--- src/rtl/cpu_types_pkg.sv ---
// cpu_types_pkg
// Types and constants shared by the fetch stage, the hazard unit and the
// pipeline latches.
//   pipe_state_t  : pipeline latch control (STALL, ENABLE, NOP, FLUSH)
//   fetch_state_t : fetch-stage run state (FETCH, HALTED)
//   NOP_INSTR     : word presented by an empty fetch buffer
//   wordAlign     : clears the two byte-offset bits of an address
package cpu_types_pkg;

    typedef enum logic [1:0] {
        STALL  = 2'b00,
        ENABLE = 2'b01,
        NOP    = 2'b10,
        FLUSH  = 2'b11
    } pipe_state_t;

    typedef enum logic {
        FETCH  = 1'b0,
        HALTED = 1'b1
    } fetch_state_t;

    localparam logic [31:0] NOP_INSTR  = 32'h0000_0000;
    localparam logic [31:0] WORD_BYTES = 32'd4;

    // Instruction addresses are word aligned, so the low two bits are dropped.
    function automatic logic [31:0] wordAlign(input logic [31:0] addr);
        return {addr[31:2], 2'b00};
    endfunction

endpackage

--- src/rtl/fetch_buffer.sv ---
// fetch_buffer
// Single-entry holding register for one fetched instruction and its PC+4.
// Ports:
//   CLK, RST      : clock, asynchronous active-high reset
//   i_fill        : load i_instr/i_pc4 and mark the entry valid
//   i_drain       : entry consumed or flushed; empty the buffer
//   i_invalidate  : redirect; empty the buffer regardless of fill/drain
//   i_instr/i_pc4 : data loaded on a fill
//   o_instr/o_pc4 : buffered data (o_instr is NOP_WORD while empty)
//   o_valid       : buffer holds a real instruction
module fetch_buffer
    import cpu_types_pkg::*;
#(
    parameter logic [31:0] NOP_WORD = NOP_INSTR
) (
    input  logic        CLK,
    input  logic        RST,
    input  logic        i_fill,
    input  logic        i_drain,
    input  logic        i_invalidate,
    input  logic [31:0] i_instr,
    input  logic [31:0] i_pc4,
    output logic [31:0] o_instr,
    output logic [31:0] o_pc4,
    output logic        o_valid
);

    logic [31:0] r_instr;
    logic [31:0] r_pc4;
    logic        r_valid;

    // Invalidate beats fill so a word arriving in a redirect cycle is dropped.
    // Fill beats drain: a fill alongside a drain is the back-to-back case, and
    // a fill alongside a flush can only happen while the buffer is already empty.
    always_ff @(posedge CLK or posedge RST) begin
        if (RST) begin
            r_valid <= 1'b0;
            r_instr <= NOP_WORD;
            r_pc4   <= 32'h0000_0000;
        end else if (i_invalidate) begin
            r_valid <= 1'b0;
            r_instr <= NOP_WORD;
        end else if (i_fill) begin
            r_valid <= 1'b1;
            r_instr <= i_instr;
            r_pc4   <= i_pc4;
        end else if (i_drain) begin
            r_valid <= 1'b0;
            r_instr <= NOP_WORD;
        end
    end

    assign o_instr = r_instr;
    assign o_pc4   = r_pc4;
    assign o_valid = r_valid;

endmodule

--- src/rtl/fetch_unit.sv ---
// fetch_unit
// Instruction-fetch stage: owns the PC, issues imem reads, buffers one
// fetched word with its PC+4, applies redirects and freezes on halt.
// Ports:
//   CLK, RST                 : clock, asynchronous active-high reset
//   ihit, imemload           : imem read completion and returned word
//   imemREN, imemaddr        : imem read request and address (the PC)
//   fd_state                 : fetch-decode latch control (pipe_state_t)
//   redirect_en, redirect_pc : taken branch/jump and its target
//   halt                     : stop fetching permanently (until reset)
//   instr_fet, pc4_fet       : buffered instruction and its PC+4
//   fet_valid                : buffer holds a real instruction
module fetch_unit
    import cpu_types_pkg::*;
#(
    parameter logic [31:0] PC_INIT  = 32'h0000_0000,
    parameter logic [31:0] NOP_WORD = NOP_INSTR
) (
    input  logic        CLK,
    input  logic        RST,
    input  logic        ihit,
    input  logic [31:0] imemload,
    output logic        imemREN,
    output logic [31:0] imemaddr,
    input  logic [1:0]  fd_state,
    input  logic        redirect_en,
    input  logic [31:0] redirect_pc,
    input  logic        halt,
    output logic [31:0] instr_fet,
    output logic [31:0] pc4_fet,
    output logic        fet_valid
);

    fetch_state_t r_state;
    fetch_state_t w_nextState;
    pipe_state_t  w_fdState;
    logic [31:0]  r_pc;
    logic [31:0]  w_pcPlus4;
    logic         w_consume;
    logic         w_readEn;
    logic         w_takeRedirect;
    logic         w_fill;
    logic         w_drain;

    assign w_fdState = pipe_state_t'(fd_state);
    assign w_pcPlus4 = r_pc + WORD_BYTES;
    assign w_consume = fet_valid & (w_fdState == ENABLE);
    assign w_fill    = w_readEn & ihit;
    assign w_drain   = w_consume | (w_fdState == FLUSH);

    // Run-state register; HALTED is only left through reset.
    always_ff @(posedge CLK or posedge RST) begin
        if (RST) begin
            r_state <= FETCH;
        end else begin
            r_state <= w_nextState;
        end
    end

    // Halt wins over redirect. A read is only requested when the buffer is
    // free or is being emptied this cycle, so a stalled full buffer never
    // loses a returning word.
    always_comb begin
        w_nextState    = r_state;
        w_readEn       = 1'b0;
        w_takeRedirect = 1'b0;
        case (r_state)
            FETCH: begin
                if (halt) begin
                    w_nextState = HALTED;
                end else begin
                    w_takeRedirect = redirect_en;
                    w_readEn       = ~redirect_en & (~fet_valid | w_consume);
                end
            end
            HALTED: begin
                w_nextState = HALTED;
            end
        endcase
    end

    // PC register. A redirect replaces the PC and makes any same-cycle ihit
    // irrelevant; a completed read advances it by one word (wrapping mod 2^32).
    always_ff @(posedge CLK or posedge RST) begin
        if (RST) begin
            r_pc <= wordAlign(PC_INIT);
        end else if (w_takeRedirect) begin
            r_pc <= wordAlign(redirect_pc);
        end else if (w_fill) begin
            r_pc <= w_pcPlus4;
        end
    end

    assign imemREN  = w_readEn & ~RST;
    assign imemaddr = r_pc;

    fetch_buffer #(
        .NOP_WORD (NOP_WORD)
    ) u_buffer (
        .CLK          (CLK),
        .RST          (RST),
        .i_fill       (w_fill),
        .i_drain      (w_drain),
        .i_invalidate (w_takeRedirect),
        .i_instr      (imemload),
        .i_pc4        (w_pcPlus4),
        .o_instr      (instr_fet),
        .o_pc4        (pc4_fet),
        .o_valid      (fet_valid)
    );

endmodule
--- config.mk ---
export PLATFORM = sky130hd
export DESIGN_NAME = fetch_unit
export DESIGN_NICKNAME = d
export VERILOG_FILES = /design/src/rtl/cpu_types_pkg.sv /design/src/rtl/fetch_buffer.sv /design/src/rtl/fetch_unit.sv
export SDC_FILE = /design/constraint.sdc
export NUM_CORES = 1
export LEC_CHECK = 0
export ABC_AREA = 1
export CAP_MARGIN = 20
export CORE_UTILIZATION = 35
export CTS_BUF_LIST = sky130_fd_sc_hd__clkbuf_16
export DETAILED_ROUTE_END_ITERATION = 10
export MAX_ROUTING_LAYER = met4
export PLACE_DENSITY = 0.76
export SKIP_CTS_REPAIR_TIMING = 1
export SYNTH_ARGS = -nofsm -noshare
export SYNTH_HDL_FRONTEND = slang
export SYNTH_SLANG_ARGS = --single-unit
--- constraint.sdc ---
create_clock -name CLK -period 3.09 [get_ports CLK]
set_input_delay 0.309 -clock CLK [delete_from_list [all_inputs] [get_ports CLK]]
set_output_delay 0.309 -clock CLK [all_outputs]
set_load 0.02 [all_outputs]
==> metrics.md, run 1 <==
| Metric | Value |
|---|---|
| Crit. End Element | `primary output` |
| Number of fill cells in the layout | `1218` |
| Post-Synth XOR/XNOR Area | `1.69%` |
| Adder-Cell Fraction of Synth Area | `0.269%` |
| Mux share of post-synthesis cell area | `0%` |
| H-Tree Depth | `3` |
| CP max stage delay | `0.61 ns` |
| Starting Density | `36.4%` |
| DRT Wirelength | `13.3 mm` |
| CTS root buf | `clkbuf_16` |
| Critical Path RT | `2.78 ns` |
| Seq/Total Area, Yosys | `50.6%` |
| Cell depth of the worst flop-to-flop path | `8` |
| Post-route minimum period | `2.24 ns` |
| Final instance area | `6670 µm²` |
| Die Width | `117 µm` |
| Crit start category | `input port` |
| CP cell instances | `clkdlybuf4s50_1 -> inv_1 -> o21ai_2 -> nand2_1 -> nor2_1 -> clkdlybuf4s50_1` |
| Rows | `41` |
| Placed Cells | `937` |
| DR pass1 iterations | `4` |
| Slowest cell on crit path | `clkdlybuf4s50_1` |
| Largest family of logic cells by synthesized area | `simple AND/OR/NAND/NOR gates` |
| Critical path class | `in2out` |
| P_leak | `3.42 nW` |
| Commonest non-fill, non-tap cells in the layout | `289 x nand2_1, 162 x clkdlybuf4s50_1, 94 x dfrtp_1, 68 x nand3_1, 49 x inv_1` |
| Nets | `848` |
| Comb pwr share | `5.5%` |
| Via count | `4410` |
| Detailed router's first-iteration violation count | `210` |
| Max-cap violations | `0` |
| Placed Area | `6410 µm²` |
| Grt ovf | `0` |
| CTS max path bufs | `2` |
| Seq pwr share | `52.1%` |
| Sum of negative setup slack | `0 ns` |
| TritonCTS clock tree | `built` |
| Antenna Nets Post-Route | `0` |
| TritonCTS Buffers | `9` |
| Synth Instances | `619` |
| Final Cycle Share | `72.6%` |
| Die height | `117 µm` |
| Crit path buffers/inverters | `3` |
| Yosys Warn Count | `0` |
| Clock network power share | `42.4%` |
| Worst-Skew Late Latency | `0.35 ns` |
| CTS sink cnt | `94` |
| Reg clk slew, reported paths | `0.06 ns` |
| Reg2reg start | `imemaddr[2]$_DFFE_PP0P_` |
| Ant. Diodes | `0` |
| GRT Total Usage | `21.4%` |
| Most frequent CP cell | `clkdlybuf4s50_1` |
| Slew @ Worst Pin | `0.667 ns` |
| Post-Syn Area | `4650 µm²` |
| Critical path arrival | `1.93 ns` |
| Port bufs | `162` |
| Maximum vdd drop | `0.000222 V` |
| Die Footprint | `13800 µm²` |
| Power Internal | `1.84 mW` |
| Synth Area in Compound Gates | `3.09%` |
| R2r setup slk | `1.30 ns` |
| Syn-to-layout area delta | `43.3%` |
| First-pass GRT wire length | `21.2 mm` |
| DPL Wire Length | `9.77 mm` |
| Final Slew Violations | `0` |
| Routed len/inst | `14.0 µm` |
| Most common cell after layout, fill and taps aside | `nand2_1` |
| Crit-path leading delay family | `buffers and inverters` |
| Final setup vio count | `0` |
| Cell taking the most area after synthesis | `dfrtp_1` |
| Post-Synth Simple-Gate Area | `36.8%` |
| Vias in the first global route | `4300` |
| Vias/cell | `4.63` |
| Max-slew headroom | `55.5%` |
| Fmax | `446 MHz` |
| Unrepaired setup endpoints after global routing | `no` |
| Largest net degree at the start of global routing | `58` |
| GPL Wtd Cong | `0.961` |
| Initial antenna violation count | `0` |
| Non-filler cells, final | `952` |
| Tot Pwr | `2.36 mW` |
| Synth unique cells | `28` |
| Sw Share | `22.0%` |
| DRC errors left | `0` |
| PD cells | `354 nW/µm²` |
| Synth area leaders | `dfrtp_1 51%, nand2_1 23%, nand3_1 7.3%` |
| Share of cells above drive strength 1 | `5.26%` |
| Core Area | `12800 µm²` |
| Mapped Avg Cell Area | `7.52 µm²` |
| Synth Register Bits | `94` |
| Outcome | `complete, no violations` |
| Reg2reg end | `imemaddr[16]$_DFFE_PP0P_` |
| Share of the synthesized area in the top cell type | `50.6%` |
| Final hold vios | `0` |
| Worst hold path class | `in2async` |
| Net Sw Power | `0.520 mW` |
| Clock skew | `0.00961 ns` |
| IO Count | `169` |
| Crit. Startpoint | `fd_state[0]` |
| CP Max Fanout | `2` |
[worst register-to-register path, delay by kind of cell (launching register included)]
kind,cells,cell delay [ns]
adder cells (fa/ha/maj),1,0.25
flip-flops,1,0.48
AND/OR/NAND/NOR,7,0.96
[per-stage QoR]
| stage | worst slack [ns] | util, % | hold WS [ns] |
|---|---|---|---|
| global placement | 0.840 | 50.2 | 0.466 |
| finish | 0.847 | 52.2 | 0.378 |
| global route | 0.765 | 52.2 | 0.438 |
| floorplan | 0.332 | - | 0.426 |
| detailed placement | 0.817 | 50.2 | 0.466 |
| CTS | 0.830 | 52.2 | 0.402 |
[power groups by stage]
| stage | combinational, mW | clock [mW] | sequential (mW) |
|---|---|---|---|
| after global placement | 0.131 | 0 | 1.25 |
| after CTS | 0.132 | 1.02 | 1.23 |
| after floorplan | 0.0325 | 0 | 1.25 |
| after global routing | 0.141 | 1.07 | 1.23 |
| after detailed placement | 0.132 | 0 | 1.25 |
| final | 0.129 | 1.00 | 1.23 |
[cells in the mapped netlist]
master / number
a21oi_1: 1
buf_2: 7
buf_4: 4
buf_6: 5
clkbuf_1: 9
conb_1: 1
dfrtp_1: 94
ha_1: 1
inv_1: 48
inv_2: 2
inv_4: 1
nand2_1: 289
nand2_2: 5
nand3_1: 68
nand3_2: 1
nand3_4: 1
nand4_1: 1
nor2_1: 37
nor2_2: 5
nor2_4: 4
o211ai_1: 2
o21ai_0: 18
o21ai_1: 2
o21ai_2: 1
o21bai_1: 2
or2_2: 1
xnor2_1: 5
xor2_1: 4
[worst max path at each step]
stage / slack [ns] / endpoint / cells after the start
6_report: 0.85 / imemREN / 6
5_1_grt: 0.76 / imemREN / 6
4_1_cts: 0.83 / imemREN / 6
3_5_place_dp: 0.82 / imemaddr[5]$_DFFE_PP0P_ / 9
3_3_place_gp: 0.84 / imemREN / 6
2_1_floorplan: 0.33 / imemaddr[10]$_DFFE_PP0P_ / 1
[kinds of logic (layout without fill, tap and decap cells)]
family          Yosys count  after routing
simple gates            412            412
compound gates           26             26
xor+xnor                  9              9
buf+inv                  76            234
fa+ha+maj                 1              1
flops                    94             94
other cells               1              4
[area by class of cell]
type / instances / area (µm²) / area share [%]
Sequential cell: 94 / 2350 / 35.3
Multi-Input combinational cell: 452 / 1970 / 29.5
Timing Repair Buffer: 168 / 1680 / 25.2
Clock buffer: 9 / 225 / 3.38
Tap cell: 172 / 215 / 3.23
Inverter: 51 / 195 / 2.93
Clock inverter: 6 / 32.5 / 0.488
[flip-flops by register name, summed over array words and instances, names as in the netlist]
register and count:
u_buffer.o_instr 32, imemaddr 30, u_buffer.o_pc4 30, r_state 1, u_buffer.o_valid 1
[layer usage]
metal | global-route usage, % | wire, µm
met1 | 25.5 | 5690
met2 | 33.8 | 6230
met3 | 6.02 | 1040
met4 | 9.45 | 330
met5 | - | 0
(Power assumes the default switching activity.)
==> inputs of run 2 (changes only) <==
- PLACE_DENSITY: 0.76 -> 0.79
- clock period: 3.09 -> 1.98 ns (I/O delays scaled with it)
==> run 2 against run 1 <==
Effect of this change: die area unchanged; total power rose by 56%; worst hold slack lost 0.16 ns; critical endpoint is now imemaddr[16]; largest cell class unchanged.
==> metrics.md, run 2 (same netlist as run 1, synthesis figures left out) <==
| Metric | Value |
|---|---|
| Outcome | `complete, no violations` |
| Final Slew Violations | `0 (unchanged)` |
| Commonest non-fill, non-tap cells in the layout | `289 x nand2_1, 161 x clkdlybuf4s50_1, 94 x dfrtp_1, 68 x nand3_1, 47 x inv_1` |
| Vias/cell | `4.64 (+0.24%)` |
| DRT Wirelength | `13.2 mm (-0.74%)` |
| PD cells | `543 nW/µm² (+53%)` |
| Detailed router's first-iteration violation count | `262 (+25%)` |
| Crit. Startpoint | `imemaddr[16]$_DFFE_PP0P_` |
| Die height | `117 µm (unchanged)` |
| Antenna Nets Post-Route | `0 (unchanged)` |
| CP max stage delay | `0.65 ns (+0.04 ns)` |
| H-Tree Depth | `3 (unchanged)` |
| Crit. End Element | `primary output` |
| Most common cell after layout, fill and taps aside | `nand2_1` |
| DRC errors left | `0 (unchanged)` |
| Die Footprint | `13800 µm² (unchanged)` |
| Critical Path RT | `1.78 ns (-1.00 ns)` |
| Final Cycle Share | `84.6%` |
| Largest net degree at the start of global routing | `56 (-3.4%)` |
| Core Area | `12800 µm² (unchanged)` |
| DR pass1 iterations | `5 (+1)` |
| Share of cells above drive strength 1 | `5.87% (+0.61 points)` |
| Starting Density | `36.4% (unchanged)` |
| CTS max path bufs | `2 (unchanged)` |
| Unrepaired setup endpoints after global routing | `no` |
| DPL Wire Length | `9.75 mm (-0.20%)` |
| First-pass GRT wire length | `21.3 mm (+0.39%)` |
| CP Max Fanout | `7 (+5)` |
| Critical path arrival | `1.48 ns (-0.45 ns)` |
| TritonCTS clock tree | `built` |
| Critical path depth in cells | `1 (-5)` |
| Tot Pwr | `3.68 mW (+56%)` |
| Slowest cell on crit path | `clkdlybuf4s50_1` |
| Syn-to-layout area delta | `45.5%` |
| Worst hold path class | `in2async` |
| CTS root buf | `clkbuf_16` |
| CTS sink cnt | `94 (unchanged)` |
| Port bufs | `162 (unchanged)` |
| GRT Total Usage | `21.3% (-0.067 points)` |
| Crit-path leading delay family | `buffers and inverters` |
| Clock skew | `0.00793 ns (-0.00168 ns)` |
| Cell depth of the worst flop-to-flop path | `8 (unchanged)` |
| Nets | `853 (+0.59%)` |
| Routed len/inst | `13.8 µm (-1.2%)` |
| Max reg flops | `32 (unchanged)` |
| Sum of negative setup slack | `0 ns (unchanged)` |
| IO Count | `169 (unchanged)` |
| Final design utilization | `53.0% (+0.79 points)` |
| Max-cap violations | `0 (unchanged)` |
| Reg2reg start | `imemaddr[3]$_DFFE_PP0P_` |
| Die Width | `117 µm (unchanged)` |
| Final setup vio count | `0 (unchanged)` |
| Worst-Skew Late Latency | `0.34 ns (about the same)` |
| Crit path buffers/inverters | `1 (-2)` |
| GPL Wtd Cong | `0.935 (-2.7%)` |
| Post-route minimum period | `1.68 ns` |
| Rows | `41 (unchanged)` |
| Maximum vdd drop | `0.000301 V (+36%)` |
| Crit start category | `flip-flop` |
| Initial antenna violation count | `0 (unchanged)` |
| Final hold vios | `0 (unchanged)` |
| P_leak | `3.47 nW (+1.3%)` |
| Fmax | `597 MHz` |
| Grt ovf | `0 (unchanged)` |
| Reg clk slew, reported paths | `0.06 ns (about the same)` |
| TritonCTS Buffers | `9 (unchanged)` |
| CP cell instances | `clkdlybuf4s50_1` |
| Vias in the first global route | `4438 (+3.2%)` |
| Ant. Diodes | `0 (unchanged)` |
| Critical path class | `reg2out` |
| Via count | `4439 (+0.66%)` |
## run 2: cell types whose count changed in the layout (fill, tap and decap cells not counted), sizes merged
| cell | change |
|---|---|
| buf | +5 |
| clkdlybuf4s50 | -1 |
| clkinvlp | +1 |
| dlymetal6s2s | +1 |
| inv | -2 |
## run 2: final timing paths
check | slack (ns) | to
min reg2reg | 0.48 | u_buffer.o_pc4[19]$_DFFE_PP0P_
min in group CLK | 0.39 | u_buffer.o_instr[17]$_DFFE_PP0P_
min | 0.22 | u_buffer.o_instr[19]$_DFFE_PP0P_
max | 0.30 | imemaddr[16]
max reg2reg | 0.33 | imemaddr[18]$_DFFE_PP0P_
max in group asynchronous | 1.15 | u_buffer.o_pc4[17]$_DFFE_PP0P_
## run 2: layout make-up
class / instances / area [µm²]
timing repair buffer: 173 / 1780
multi-input combinational: 452 / 1970
sequential: 94 / 2350
tap: 172 / 215
fill: 1188 / 6010
clock inverter: 5 / 28.8
clock buffer: 9 / 225
inverter: 51 / 198
## run 2: report_power, final
group          internal (mW)  switching, mW  total (mW)
clock                  0.828          0.720        1.55
combinational          0.127         0.0818       0.209
sequential              1.92              0        1.92
## run 2: through the flow
stage / area [µm²] / worst slack, ns / std cells / hold WS, ns
after floorplan: 4670 / 0.413 / 622 / 0.315
after global placement: 6510 / 0.0825 / 942 / 0.465
after detailed placement: 6510 / 0.0233 / 942 / 0.466
after CTS: 6760 / -0.0952 / 956 / 0.223
after global routing: 6770 / 0.147 / 956 / 0.244
final: 6770 / 0.304 / 956 / 0.222
## run 2: metal layers
metal | vias up | track usage (%) | wire [µm]
met5 | - | - | 0
met4 | 0 | 6.84 | 210
met3 | 15 | 7.11 | 1100
met2 | 153 | 34.4 | 6280
met1 | 2051 | 25.2 | 5600
li1 | 2220 | - | -
## run 2: worst reg2reg max path: cells and delay by family, from the launching register on
kind / cells / cell delay (ns)
AOI/OAI and AO/OA: 1 / 0.17
adders and majority gates: 1 / 0.22
buffers and inverters: 1 / 0.16
DFF: 1 / 0.41
and+or+nand+nor: 5 / 0.58
==> inputs of run 3 (changes only) <==
- PLACE_DENSITY: 0.79 -> 0.76
- clock period: 1.98 -> 1.64 ns (I/O delays scaled with it)
==> run 3 against run 2 <==
Effect of this change: critical path depth unchanged; flip-flop and latch count stayed put; largest cell class unchanged; clock power increased by 35%; cell count is 2.9% higher; total power rose by 27%; core utilization grew 2.8 points; combinational power rose by 24%; critical endpoint is now imemaddr[27]; via count is 2.4% higher; sequential power grew 21%; count of clock-buffer cells in the layout did not move.
==> metrics.md, run 3 (same netlist as run 1, synthesis figures left out) <==
| Metric | Value |
|---|---|
| Non-filler cells, final | `984 (+2.9%)` |
| Vias/cell | `4.62 (-0.48%)` |
| Post-route minimum period | `1.59 ns` |
| DRT Wirelength | `13.7 mm (+3.9%)` |
| GRT Total Usage | `22.4% (+1.0 points)` |
| Crit start category | `flip-flop` |
| Register area | `2360 µm² (+0.27%)` |
| Unrepaired setup endpoints after global routing | `no` |
| Comb pwr share | `5.6% (about the same)` |
| Critical path class | `reg2out` |
| Net Sw Power | `1.02 mW (+27%)` |
| Crit-path leading delay family | `buffers and inverters` |
| Reg2reg start | `imemaddr[2]$_DFFE_PP0P_` |
| H-Tree Depth | `3 (unchanged)` |
| Hold endpoint | `u_buffer.o_instr[7]$_DFFE_PP0P_` |
| PD cells | `655 nW/µm² (+21%)` |
| Grt ovf | `0 (unchanged)` |
| Core Area | `12800 µm² (unchanged)` |
| Final Slew Violations | `0 (unchanged)` |
| Multi-input logic area | `1990 µm² (+1.0%)` |
| Worst setup margin | `0.0504 ns (-0.254 ns)` |
| Syn-to-layout area delta | `53.0%` |
| Hold wc startpoint | `imemload[7]` |
| Ant. Diodes | `0 (unchanged)` |
| Tot Pwr | `4.67 mW (+27%)` |
| Slowest cell on crit path | `clkdlybuf4s50_1` |
| Maximum vdd drop | `0.000432 V (+43%)` |
| Die Width | `117 µm (unchanged)` |
| Critical path arrival | `1.43 ns (-0.05 ns)` |
| Max-cap violations | `0 (unchanged)` |
| Outcome | `complete, no violations` |
| Antenna Nets Post-Route | `0 (unchanged)` |
| Reg2reg end | `imemaddr[17]$_DFFE_PP0P_` |
| Hold Path Stages | `3` |
| Number of fill cells in the layout | `1174 (-1.2%)` |
| Die height | `117 µm (unchanged)` |
| CTS root buf | `clkbuf_16` |
| Fmax | `629 MHz` |
| Max reg flops | `32 (unchanged)` |
| First-pass GRT wire length | `22.2 mm (+4.2%)` |
| DPL Wire Length | `10.2 mm (+4.7%)` |
| Share of cells above drive strength 1 | `10.2% (+4.4 points)` |
| CTS max path bufs | `2 (unchanged)` |
| Crit path buffers/inverters | `1 (unchanged)` |
| Most common cell after layout, fill and taps aside | `nand2_1` |
| Final setup vio count | `0 (unchanged)` |
| Final hold vios | `0 (unchanged)` |
| Largest net degree at the start of global routing | `63 (+13%)` |
| IO Count | `169 (unchanged)` |
| GPL Wtd Cong | `0.897 (-4.1%)` |
| P_leak | `3.79 nW (+9.2%)` |
| R2r setup slk | `0.13 ns (-0.20 ns)` |
| Port bufs | `162 (unchanged)` |
| CP max stage delay | `0.66 ns (about the same)` |
| Clock skew | `0.00434 ns (-0.00359 ns)` |
| Vias in the first global route | `4531 (+2.1%)` |
| Detailed router's first-iteration violation count | `187 (-29%)` |
| Initial antenna violation count | `0 (unchanged)` |
| Worst hold path class | `in2reg` |
| Starting Density | `36.4% (unchanged)` |
| Rows | `41 (unchanged)` |
| Placed Cells | `968 (+2.8%)` |
| Sw Share | `21.8% (about the same)` |
| Commonest non-fill, non-tap cells in the layout | `289 x nand2_1, 146 x clkdlybuf4s50_1, 89 x dfrtp_1, 68 x nand3_1, 48 x inv_1` |
| DRC errors left | `0 (unchanged)` |
| TritonCTS Buffers | `9 (unchanged)` |
| CTS sink cnt | `94 (unchanged)` |
| CP cell instances | `clkdlybuf4s50_1` |
| Cell depth of the worst flop-to-flop path | `8 (unchanged)` |
| Die Footprint | `13800 µm² (unchanged)` |
| Routed len/inst | `13.9 µm (+0.95%)` |
| Power Internal | `3.65 mW (+27%)` |
| Nets | `879 (+3.0%)` |
| DR pass1 iterations | `4 (-1)` |
| Final design utilization | `55.7% (+2.8 points)` |
| DP Worst Slack | `-0.186 ns (-0.209 ns)` |
| Seq pwr share | `49.7% (-2.5 points)` |
| Final Cycle Share | `96.9%` |
| Via count | `4547 (+2.4%)` |
| Reg clk slew, reported paths | `0.07 ns (about the same)` |
| Hold WS | `0.345 ns (+0.123 ns)` |
| Critical path depth in cells | `1 (unchanged)` |
| Crit. End Element | `primary output` |
| CP Max Fanout | `5 (-2)` |
| Clock network power share | `44.8% (+2.7 points)` |
| TritonCTS clock tree | `built` |
| Worst-Skew Late Latency | `0.35 ns (about the same)` |
| Critical Path RT | `1.48 ns (-0.30 ns)` |
-- run 3: layout make-up --
cell class | instances | area share [%]
inverter | 51 | 2.78
clock buffer | 9 | 3.16
sequential | 94 | 33.1
clock inverter | 7 | 0.932
multi-input combinational | 452 | 27.9
timing repair buffer | 199 | 29.1
tap | 172 | 3.02
-- run 3: power groups by stage --
stage,registers (mW),clock network [mW],logic [mW]
after global placement,2.36,0,0.264
after detailed placement,2.36,0,0.265
after global routing,2.32,2.24,0.283
after CTS,2.32,2.15,0.266
final,2.32,2.09,0.260
after floorplan,2.36,0,0.0618
-- run 3: metrics by stage --
step / setup TNS [ns] / area, µm²
6_report: 0 / 7120
2_1_floorplan: 0 / 4670
3_3_place_gp: -0.171 / 6770
5_1_grt: 0 / 7120
4_1_cts: -0.567 / 7060
3_5_place_dp: -1.07 / 6770
-- run 3: routing by layer --
layer / GRT usage [%] / part of all wire, % / up-vias
met5: - / 0 / -
met4: 9.03 / 2.3 / 0
met3: 6.44 / 7.3 / 21
met2: 36.7 / 48 / 160
met1: 25.7 / 43 / 2082
li1: - / - / 2284
-- run 3: worst max path at each step --
stage	start	end
after detailed placement	fd_state[0]	imemREN
after CTS	r_state$_DFF_PP0_	imemREN
after global placement	fd_state[0]	imemREN
final	imemaddr[27]$_DFFE_PP0P_	imemaddr[27]
after floorplan	imemaddr[2]$_DFFE_PP0P_	imemaddr[16]$_DFFE_PP0P_
after global routing	imemaddr[16]$_DFFE_PP0P_	imemaddr[19]$_DFFE_PP0P_
==> edit 1 (config.mk and constraints of run 3) <==
Reset style: synchronous (`RST`), changed in 3 clocked blocks. Comments in the files are not updated.
--- a/src/rtl/fetch_buffer.sv
+++ b/src/rtl/fetch_buffer.sv
@@ -32,7 +32,7 @@
     // Invalidate beats fill so a word arriving in a redirect cycle is dropped.
     // Fill beats drain: a fill alongside a drain is the back-to-back case, and
     // a fill alongside a flush can only happen while the buffer is already empty.
-    always_ff @(posedge CLK or posedge RST) begin
+    always_ff @(posedge CLK) begin
         if (RST) begin
             r_valid <= 1'b0;
             r_instr <= NOP_WORD;
--- a/src/rtl/fetch_unit.sv
+++ b/src/rtl/fetch_unit.sv
@@ -49,7 +49,7 @@
     assign w_drain   = w_consume | (w_fdState == FLUSH);
 
     // Run-state register; HALTED is only left through reset.
-    always_ff @(posedge CLK or posedge RST) begin
+    always_ff @(posedge CLK) begin
         if (RST) begin
             r_state <= FETCH;
         end else begin
@@ -81,7 +81,7 @@
 
     // PC register. A redirect replaces the PC and makes any same-cycle ihit
     // irrelevant; a completed read advances it by one word (wrapping mod 2^32).
-    always_ff @(posedge CLK or posedge RST) begin
+    always_ff @(posedge CLK) begin
         if (RST) begin
             r_pc <= wordAlign(PC_INIT);
         end else if (w_takeRedirect) begin
Function: differs if RST is asserted again (counterexample within 4 cycles, from zero or initial values and one cycle with RST high); with RST held inactive, the same outputs for 4 cycles.
==> edit 1 against run 3 <==
  * Sequential cell count unchanged
  * Final area shrank 3.3%
  * Synthesized area down 4.9%
  * Wire length decreased by 0.78%
  * Non-clock buffer count increased by 5
  * Worst setup slack worse by 0.023 ns
  * Utilization up 0.86 points
  * Critical path depth rose by 1
  * Synthesized cell count increased by 7.3%
  * Critical path type unchanged
Power is not compared: it rests on default switching activity, and its combinational part moved more than twofold at a synthesized area within 25%.
==> edit 1: results (changes against run 3) <==
run status=finished, final reports clean; Total Routing Usage GR=21.99% (-0.38 points); DR vias=4835 (+6.3%); Post-Route Skew=0.005806 ns (+0.001464 ns); clock sinks=94 (unchanged); worst r2r src=imemaddr[2]; crit path DAT=1.45 ns (+0.02 ns); synth top area cells=dfxtp_1 (43%), nand2_1 (19%), a21oi_1 (9.7%); initial antenna violation count=0 (unchanged); library cells used by synthesis=27 (-3.6%); cell leakage power=0.002823 uW; vias in the first global route=4569 (+0.84%); max incr delay on CP=0.60 ns (-0.06 ns); layout cells sized above 1=9.048% (-1.2 points); multi-input combinational area share=32.13% (+4.2 points); cell family with most CP delay=buffers and inverters; bufs w/o clock=204 (+2.5%); Post-synth top flop=dfxtp_1; met2 WL=6.514 mm (-0.76%); sequential area share after synthesis=42.52% (-8.0 points); Hold Path Class=primary input to flop; Gate Count Post-Synth=664 (+7.3%); met3 wire len=1.005 mm (+0.90%); Fillers=1158 (-1.4%); Synth Warn #=0 (unchanged); r2r setup slk=0.09 ns (-0.04 ns); CP max FO=3 (-2); Worst Setup EP=imemaddr[9]; final cell count without fillers=1019 (+3.6%); fin nets=918 (+4.4%); drt initial violations=160 (-14%); Non-clock buffer share=29.96% (+0.89 points); PortBufs=162 (unchanged); GR Util met2=37.25% (+0.55 points); Ant. Diodes=0 (unchanged); sequential share of cell area=27.35% (-5.8 points); multi-input gates=483 (+6.9%); WL met1=5.809 mm (-0.24%); CP Launch Point=imemaddr[9]; pin count of the biggest net entering global routing=38 (-40%); first-pass GRT wire length=21.71 mm (-2.3%); grt met3 use=6.088% (-0.35 points); met1 Use GR=24.71% (-0.99 points); synth cell count leaders=nand2_1 (224), dfxtp_1 (94), a21oi_1 (86); Hold Crit Depth=2 (-1); inverter count=54 (+5.9%); reg2reg end=u_buffer.o_pc4[20]; FFs w/ async S/R, synth=0% (-100 points); worst reg-to-reg path cell count=7 (-1); Placer Congestion=0.9478 (+5.7%); DR WL/cell=13.34 um (-4.2%); DP HPWL=10.20 mm (about the same); clk tree area frac=4.564% (+0.47 points); top routing layer in use=met4
==> edit 1: cell types whose count changed after synthesis, moves of 5 or more <==
cell	run 3	this run
a21oi_1	1	86
dfrtp_1	94	0
nand3_1	68	81
nand2_1	289	224
nor2_1	37	46
buf_6	5	0
buf_2	7	12
dfxtp_1	0	94
inv_1	48	54
o21ai_0	18	1
clkbuf_1	9	14
==> edit 1: power by group <==
group	switching, uW	internal (uW)
clock	911	1320
combinational	360	374
sequential	55.3	2340
total	1330	4040
==> edit 1: kinds of logic (layout without fill, tap and decap cells) <==
logic type / Yosys count / after routing / synth area share, %
AO/OA/AOI/OAI: 100 / 100 / 11.90
other: 1 / 4 / 0.08474
flip-flops: 94 / 94 / 42.52
adder cells (fa/ha/maj): 1 / 1 / 0.2827
AND/OR/NAND/NOR: 369 / 369 / 34.95
buffers and inverters: 90 / 274 / 8.482
XOR/XNOR: 9 / 9 / 1.781
==> edit 1: worst min-delay path by stage <==
| stage | from | endpoint | slack (ns) |
|---|---|---|---|
| final | RST | r_state | 0.09 |
| after global routing | RST | r_state | 0.09 |
| after CTS | RST | r_state | 0.09 |
| after detailed placement | u_buffer.o_pc4[9] | u_buffer.o_pc4[9] | 0.46 |
| after global placement | u_buffer.o_pc4[19] | u_buffer.o_pc4[19] | 0.45 |
| after floorplan | halt | r_state | 0.29 |
==> edit 1: per-stage QoR <==
stage,cell area (um^2),TNS [ns],util [%],setup slack (ns)
6_report,6882,0,56.58,0.02733
5_1_grt,6882,-0.07409,56.58,-0.01946
4_1_cts,6812,-0.3388,56.01,-0.2583
3_5_place_dp,6497,-9.143,53.43,-0.2566
3_3_place_gp,6497,-7.132,53.43,-0.2471
2_1_floorplan,4437,0,-,0.06924
==> edit 2 (flow settings as in run 3) <==
Without the edit above. Register the output `instr_fet`, without a reset; this adds one clock of latency there. The other outputs are not delayed to match.
--- a/src/rtl/fetch_unit.sv
+++ b/src/rtl/fetch_unit.sv
@@ -30,6 +30,8 @@
     output logic [31:0] pc4_fet,
     output logic        fet_valid
 );
+
+    logic [31:0] instr_fet_d;
 
     fetch_state_t r_state;
     fetch_state_t w_nextState;
@@ -104,9 +106,13 @@
         .i_invalidate (w_takeRedirect),
         .i_instr      (imemload),
         .i_pc4        (w_pcPlus4),
-        .o_instr      (instr_fet),
+        .o_instr      (instr_fet_d),
         .o_pc4        (pc4_fet),
         .o_valid      (fet_valid)
     );
 
+    always_ff @(posedge CLK) begin
+        instr_fet <= instr_fet_d;
+    end
+
 endmodule
Check against the original RTL: not equivalent (Yosys sat finds a counterexample within 4 cycles, from zero or initial values and one cycle with RST high).
==> edit 2 against run 3 <==
  * Worst setup slack gained 0.0028 ns
  * Synthesized area increased by 16%
  * Synthesized cell count rose by 3.9%
  * Final cell count up 4.5%
  * Global-route usage fell by 3.0 points
  * Power grew 51%
  * Wire length rose by 6.1%
  * Sequential cell count rose by 32
  * Final area up 13%
  * Critical path type unchanged
  * Highest routed layer unchanged
==> edit 2: results (changes against run 3) <==
reg2reg end=u_buffer.o_instr[14]; sequential area share after synthesis=55.58% (+5.0 points); Worst Setup EP=pc4_fet[29]; peak supply drop=0.6655 mV (+54%); Total Routing Usage GR=19.42% (-3.0 points); worst reg-to-reg path cell count=9 (+1); Synth Area in XOR/XNOR=0.8132% (-0.88 points); cell leakage power=0.004207 uW (+11%); Place WS=-0.1500 ns (+0.03568 ns); Skew-Pair Late Insertion Delay=0.43 ns (+0.08 ns); DP HPWL=10.32 mm (+1.2%); CP max FO=2 (-3); worst r2r src=r_state; cell family with most CP delay=buffers and inverters; minimum clock period=1.587 ns (-0.002760 ns); GR Util met2=30.35% (-6.4 points); synth cell count leaders=nand2_1 (245), dfrtp_1 (94), inv_1 (74); Root Buffer Master=clkbuf_16; CP Launch Point=u_buffer.o_pc4[29]; DR WL/cell=14.14 um (+1.5%); clk buf depth=2 (unchanged); Hold Path Class=primary input to async pin; run status=finished, final reports clean; synthesized-area fraction occupied by adder cells=0.2323% (-0.037 points); drt initial violations=353 (+89%); FFs w/ async S/R, synth=74.60% (-25 points); Placer Congestion=0.8661 (-3.4%); synth top area cells=dfrtp_1 (44%), nand2_1 (17%), dfxtp_1 (12%); Pre-antenna DRT Iters=5 (+1); crit path DAT=1.42 ns; Post-Route Skew=0.01105 ns (+0.006710 ns); htree depth=4 (+1); grt met3 use=5.692% (-0.74 points); Fillers=1303 (+11%); Synth Warn #=0 (unchanged); layout cells sized above 1=10.07% (-0.15 points); Via density=4.741 (+2.6%); first-pass GRT wire length=23.14 mm (+4.1%); vias in the first global route=4741 (+4.6%); fin nets=905 (+3.0%); pin count of the biggest net entering global routing=34 (-46%); TritonCTS buffer count=17 (+8); met1 Use GR=23.30% (-2.4 points); Compound-Gate Fraction of Synth Area=4.647% (+1.6 points)
[edit 2: cell count changes after synthesis, sizes merged, moves of 3 or more]
cell    delta
nand2     -42
dfxtp     +32
inv       +23
o21ai     +14
clkbuf     -9
buf        +7
o21bai     +6
nor2       -4
xor2       -4
and2       +3
[edit 2: final cells by class]
type	instances	area [um^2]	share of cell area, %
flip-flops and latches	126	2994	37.14
repair buffers	190	2032	25.21
multi-input cells	423	1928	23.92
clock buffers	17	425.4	5.277
inverters	75	297.8	3.694
well taps	184	230.2	2.856
clock inverters	13	153.9	1.909
[edit 2: logic make-up (layout without fill, tap and decap cells)]
| logic type | count (synthesis) | after routing |
|---|---|---|
| fa+ha+maj | 1 | 1 |
| buf+inv | 98 | 295 |
| simple gates | 367 | 368 |
| flops | 126 | 126 |
| compound gates | 45 | 45 |
| other cells | 1 | 4 |
| xor+xnor | 5 | 5 |
[edit 2: routing by layer]
metal | wire (um) | share of wire, % | vias to the layer above
met5 | 0 | 0 | -
met4 | 211 | 1.5 | 0
met3 | 976 | 6.7 | 19
met2 | 6899 | 47 | 185
met1 | 6448 | 44 | 2298
li1 | - | - | 2372
[edit 2: worst min-delay path by stage]
| stage | end | depth (start not counted) |
|---|---|---|
| 6_report | u_buffer.o_instr[4] | 2 |
| 4_1_cts | u_buffer.o_instr[3] | 2 |
| 3_3_place_gp | instr_fet[3] | 0 |
| 2_1_floorplan | u_buffer.o_instr[0] | 2 |
| 3_5_place_dp | instr_fet[25] | 0 |
| 5_1_grt | u_buffer.o_instr[3] | 2 |
[edit 2: power by group]
part           switching [uW]  internal (uW)
clock network            1350           2350
logic                     100            159
registers            0.000570           3100
[edit 2: through the flow]
stage          std cells  hold WS [ns]  instance area, um^2  setup TNS, ns
4_1_cts             1027        0.1082                 7970         -2.056
3_5_place_dp         997        0.3513                 7391         -5.186
2_1_floorplan        646        0.2850                 5400              0
5_1_grt             1028        0.1346                 8061              0
6_report            1028       0.09607                 8061              0
3_3_place_gp         997        0.3496                 7391         -4.262
